<file path="src/rtl/pairing_op_loader_pkg.sv">
// Shared types and status-byte encoding for the pairing core operand loader.
package pairing_op_loader_pkg;

    typedef enum logic [1:0] {
        LOAD   = 2'd0,
        START  = 2'd1,
        RUN    = 2'd2,
        REPORT = 2'd3
    } state_t;

    localparam logic [3:0] STATUS_NIB = 4'hA;
    localparam int FLAG_TO  = 3;
    localparam int FLAG_FMT = 2;
    localparam int FLAG_OK  = 0;

    function automatic logic [7:0] status_byte(input logic to, input logic fmt, input logic ok);
        logic [7:0] s;
        s           = {STATUS_NIB, 4'b0000};
        s[FLAG_TO]  = to;
        s[FLAG_FMT] = fmt;
        s[FLAG_OK]  = ok;
        return s;
    endfunction

endpackage

</file>
<file path="src/rtl/pairing_op_loader_timer.sv">
// Run-phase cycle counter; tc flags the last permitted cycle (TIMEOUT-1).
module pairing_cycle_timer #(
    parameter int TIMEOUT = 2**20
) (
    input  logic clk,
    input  logic reset,
    input  logic clear,
    input  logic enable,
    output logic tc
);
    localparam int TW = $clog2(TIMEOUT + 1);
    localparam logic [TW-1:0] TC_VAL = TW'(TIMEOUT - 1);

    logic [TW-1:0] count;

    always_ff @(posedge clk) begin
        if (reset || clear) begin
            count <= '0;
        end else if (enable) begin
            count <= count + 1'b1;
        end
    end

    assign tc = (count == TC_VAL);

endmodule

</file>
<file path="src/rtl/pairing_op_loader.sv">
// Byte-stream front end for the pairing core: loads four operands, runs the core once,
// and returns one status byte.
//
//   state  | meaning
//   LOAD   | accepting operand bytes (x1, y1, x2, y2, MSB first)
//   START  | one-cycle core_start, operands just loaded, timer cleared
//   RUN    | waiting for a rising core_done or timer terminal count
//   REPORT | status byte presented until the consumer takes it
module pairing_op_loader
    import pairing_op_loader_pkg::*;
#(
    parameter int W       = 194,
    parameter int NB      = (W + 7) / 8,
    parameter int TIMEOUT = 2**20
) (
    input  logic         clk,
    input  logic         reset,
    input  logic [7:0]   in_data,
    input  logic         in_valid,
    output logic         in_ready,
    output logic [W-1:0] x1,
    output logic [W-1:0] y1,
    output logic [W-1:0] x2,
    output logic [W-1:0] y2,
    output logic         core_start,
    input  logic         core_done,
    input  logic         core_ok,
    output logic [7:0]   st_data,
    output logic         st_valid,
    input  logic         st_ready,
    output logic         busy
);
    localparam int OPB = 8 * NB;
    localparam int SW  = 4 * OPB;
    localparam int CW  = $clog2(4 * NB);
    localparam logic [CW-1:0]  LAST_BYTE = CW'(4 * NB - 1);
    localparam logic [OPB-1:0] OP_PAD    = {OPB{1'b1}} << W;
    localparam logic [SW-1:0]  PAD_MASK  = {4{OP_PAD}};

    state_t        state, state_n;
    // Only 99 bytes are stored; the final byte is taken straight from in_data.
    logic [SW-9:0] staging;
    logic [SW-1:0] stage_next;
    logic [CW-1:0] byte_cnt;
    logic          rdy;
    logic          done_q;
    logic          to_flag, fmt_flag, ok_flag;
    logic          accept, last_byte, pad_err, edge_seen;
    logic          tmr_clear, tmr_en, tc;

    assign stage_next = {staging, in_data};
    assign pad_err    = |(stage_next & PAD_MASK);
    assign accept     = in_valid && rdy;
    assign last_byte  = accept && (byte_cnt == LAST_BYTE);
    assign edge_seen  = core_done && !done_q;
    assign in_ready   = rdy;

    pairing_cycle_timer #(.TIMEOUT(TIMEOUT)) u_timer (
        .clk    (clk),
        .reset  (reset),
        .clear  (tmr_clear),
        .enable (tmr_en),
        .tc     (tc)
    );

    always_ff @(posedge clk) begin
        if (reset) begin
            state <= LOAD;
        end else begin
            state <= state_n;
        end
    end

    always_comb begin
        state_n    = state;
        core_start = 1'b0;
        busy       = 1'b1;
        st_valid   = 1'b0;
        st_data    = 8'h00;
        tmr_clear  = 1'b0;
        tmr_en     = 1'b0;
        case (state)
            LOAD: begin
                busy = 1'b0;
                if (last_byte) begin
                    state_n = pad_err ? REPORT : START;
                end
            end
            START: begin
                core_start = 1'b1;
                tmr_clear  = 1'b1;
                state_n    = RUN;
            end
            RUN: begin
                tmr_en = 1'b1;
                if (edge_seen || tc) begin
                    state_n = REPORT;
                end
            end
            REPORT: begin
                st_valid = 1'b1;
                st_data  = status_byte(to_flag, fmt_flag, ok_flag);
                if (st_ready) begin
                    state_n = LOAD;
                end
            end
            default: state_n = LOAD;
        endcase
    end

    always_ff @(posedge clk) begin
        if (reset) begin
            staging  <= '0;
            byte_cnt <= '0;
            rdy      <= 1'b0;
            done_q   <= 1'b0;
            to_flag  <= 1'b0;
            fmt_flag <= 1'b0;
            ok_flag  <= 1'b0;
            x1       <= '0;
            y1       <= '0;
            x2       <= '0;
            y2       <= '0;
        end else begin
            rdy <= (state_n == LOAD);
            // Tracking done through START means a done already high at entry to RUN is stale.
            done_q <= core_done;
            if (accept) begin
                staging  <= stage_next[SW-9:0];
                byte_cnt <= last_byte ? '0 : byte_cnt + 1'b1;
            end
            if (last_byte) begin
                if (pad_err) begin
                    fmt_flag <= 1'b1;
                end else begin
                    x1 <= stage_next[3*OPB +: W];
                    y1 <= stage_next[2*OPB +: W];
                    x2 <= stage_next[1*OPB +: W];
                    y2 <= stage_next[0 +: W];
                end
            end
            if (state == RUN) begin
                if (edge_seen) begin
                    ok_flag <= core_ok;
                    to_flag <= 1'b0;
                end else if (tc) begin
                    ok_flag <= 1'b0;
                    to_flag <= 1'b1;
                end
            end
            if (state == REPORT && st_ready) begin
                to_flag  <= 1'b0;
                fmt_flag <= 1'b0;
                ok_flag  <= 1'b0;
                byte_cnt <= '0;
            end
        end
    end

endmodule

</file>
<file path="config.mk">
export PLATFORM = sky130hd
export DESIGN_NAME = pairing_op_loader
export DESIGN_NICKNAME = d
export VERILOG_FILES = /design/src/rtl/pairing_op_loader_pkg.sv /design/src/rtl/pairing_op_loader_timer.sv /design/src/rtl/pairing_op_loader.sv
export SDC_FILE = /design/constraint.sdc
export NUM_CORES = 2
export LEC_CHECK = 0
export BUFFER_PORTS_ARGS = -buffer_cell sky130_fd_sc_hd__buf_2
export CORE_MARGIN = 3
export CORE_UTILIZATION = 31
export CTS_CLUSTER_DIAMETER = 150
export CTS_CLUSTER_SIZE = 30
export DETAILED_ROUTE_END_ITERATION = 16
export PLACE_DENSITY = 0.6
export SKIP_CTS_REPAIR_TIMING = 1
export SYNTH_ARGS = -nofsm -noshare
export SYNTH_HDL_FRONTEND = slang
export SYNTH_SLANG_ARGS = --single-unit
export TNS_END_PERCENT = 30
</file>
<file path="constraint.sdc">
create_clock -name clk -period 3.6 [get_ports clk]
set_input_delay 0.18 -clock clk [delete_from_list [all_inputs] [get_ports clk]]
set_output_delay 0.18 -clock clk [all_outputs]
set_load 0.005 [all_outputs]
</file>
==> impl_metrics.ini <==
[synthesis]
synth_xor_area_share_pct = 0.198
yosysWarnings = 0
synth_edf_count = 0
syn_inst = 7179
synth_top_family_by_area = compound AO/OA/AOI/OAI gates
yosys.cell_types.count = 42
ys_seq_area_share_pct = 55.8
avgSynthCellArea_um2 = 8.02
ys_async_sr_fraction_pct = 0
synthSimpleGateAreaFrac_pct = 18.1
muxShareOfSynthArea_pct = 0
ys_seq_elements = 1603
syn_area_um2 = 57500
synth-compound-area-share_pct = 20.8
yosys.area_share.adder_pct = 0.0435
synth_ff_type = dfxtp_1

[flow_run]
drv_cap = 0

[sta]
slew_headroom_pct = 21.2
rsz0062_at_grt = no
timing.fmax_mhz = 373
drv_slew = 0
period_share_pct = 74.5
setup_viol = 0
report.final.hold_viol_count = 0
finClkSkew_ns = 0.0450
fin_crit_ns = 2.68
tightest_slew_ns = 1.18
setup_tns_ns = 0

[route]
first_pass_iters = 7
drtAntennaViolNets = 0
dr.first_iter.drc_count = 4239
drt-vias-per-instance = 5.21
drt-total-wl_mm = 198
drt_drc_violations_left = 0
vias = 51800
wire_per_inst_um = 19.9

[clocking]
numCtsBuffers = 61
cts_max_level = 2
clk_pin_slew_ns = 0.12
cts_tree = done
cts_buffer_depth = 3
root_buffer = clkbuf_16
cts_sinks = 1603
insertion_delay_ns = 0.75

[floorplan]
start_util_pct = 31.3
dieHeight_um = 437
core_um2 = 184000
rows = 157
io_pins = 802
dieArea_um2 = 191000
dieWidth_um = 437

[global_routing]
grt_max_degree = 232
use_met2_pct = 32.5
use_met3_pct = 2.39
busiest_layer = met2
grt_pass1_wl_mm = 297
grt_antenna_before_repair = 1
use_met1_pct = 25.1
grt_overflow = 0
track_usage_pct = 19.4
grt_pass1_vias = 47600

[worst_setup_path]
cp.arrival_ns = 3.28
cp_max_fo = 196
crit_type = reg -> reg
cp.required_ns = 4.19
startpoint_type = register
endpoint_kind = register
rr_startpoint = staging[586]
r2r_setup_slack_ns = 0.92
r2r_cells = 6
rr_endpoint = y2[114]

[layout]
final_common_cell = dfxtp_1
layout_common_cells = dfxtp_1 (1603), nand2_1 (1600), a21oi_1 (1582), buf_2 (797), nand3_1 (783)
final_util_pct = 35.5
design_area_um2 = 65200
nNetsFinal = 7488
drive_above_1_share_pct = 13.4
area_growth_syn_to_layout_pct = 13.3

[power_and_ir_drop]
peakVddDrop_uv = 343
p_leak_nw = 22.3
power.total_mw = 27.4
powerDensity_nw_per_um2 = 420

[placed_design]
port_buffers = 798
place_area_um2 = 63400
place_congestion = 0.838
hpwl_mm = 132

[status]
status = complete, no violations

[worst_hold_path]
hp-start = in_data[5]
hold_class = in -> reg
hold_depth = 4
min_to = staging[5]
## worst max-delay path: stages, from the launching register on
cell and delay (ns):
dfxtp_1 0.34, nor4_1 0.53, nand4_1 0.28, buf_4 0.27, buf_12 0.21, o21ai_1 0.39
a21oi_1 0.11
## area by class of cell
cell class	count	area (um^2)
Multi-Input combinational cell	4863	22600
Clock buffer	63	1570
Fill cell	19300	119000
Antenna cell	1	2.50
Clock inverter	8	135
Timing Repair Buffer	935	5730
Tap cell	2464	3080
Sequential cell	1603	32100
Inverter	8	32.5
## metal layers
metal | vias to the layer above | routed length, um
met3 | 237 | 9350
li1 | 24900 | -
met2 | 1316 | 95000
met5 | - | 0
met1 | 25300 | 84500
met4 | 0 | 8740
## cells by family after synthesis
kind of cell               Yosys count
xor gates and xnor gates            13
adders and majority gates            2
AOI/OAI and AO/OA                 2380
and+or+nand+nor                   2465
other                                1
DFF                               1603
buffers and inverters              715
## synth_stat cells, types with 4 or more instances
library cell  number  area (um^2)
nand3_1          783         3920
buf_1            108          405
o21ai_0           40          200
buf_4              8         60.1
or4_1             10         75.1
nand4_1           12         75.1
dfxtp_1         1603        32100
and3_1             7         43.8
xnor2_1            7         61.3
o21ai_1          742         3710
nor2b_1            4         25.0
a21oi_1         1582         7920
and4_1             4         35.0
nor2_1            21         78.8
clkbuf_1         424         1590
nand2_1         1601         6010
buf_2            166          831
o31ai_1            8         60.1
nor4_1             6         37.5
xor2_1             6         52.6
inv_1              7         26.3
## how the worst max path moves through the flow
stage                     start           endpoint  slack (ns)  cells past startpoint
6_report           staging[586]            y2[114]        0.92                      6
5_1_grt            staging[189]            x1[174]        0.85                      6
4_1_cts            staging[189]            x1[156]        0.93                      6
3_5_place_dp       staging[189]            x1[156]        0.96                      6
3_3_place_gp       staging[189]            x1[163]        1.03                      6
2_1_floorplan  u_timer.count[0]  u_timer.count[18]        1.70                      6
## stage by stage
stage	std cells	worst slack [ns]	hold WS, ns
after floorplan	7181	1.70	0.308
after global placement	9859	1.03	0.424
after detailed placement	9859	0.962	0.427
after CTS	9930	0.929	-0.419
after global routing	9945	0.850	0.190
final	9945	0.918	0.235
## where the power goes
group	leakage [nW]	internal [mW]	total, mW	switching [mW]
logic	8.58	0.113	0.749	0.636
registers	12.9	17.7	17.7	0.00852
clock network	0.828	3.20	8.87	5.67
total	22.3	21.0	27.4	6.32
## registers in the layout (all words and copies together) (netlist names)
register       flops
to_flag            1
staging          792
y2               194
x2               194
in_ready           1
u_timer.count     21
state              2
byte_cnt           7
y1               194
x1               194
fmt_flag           1
ok_flag            1
done_q             1
Power figures use the tool's default switching activity.
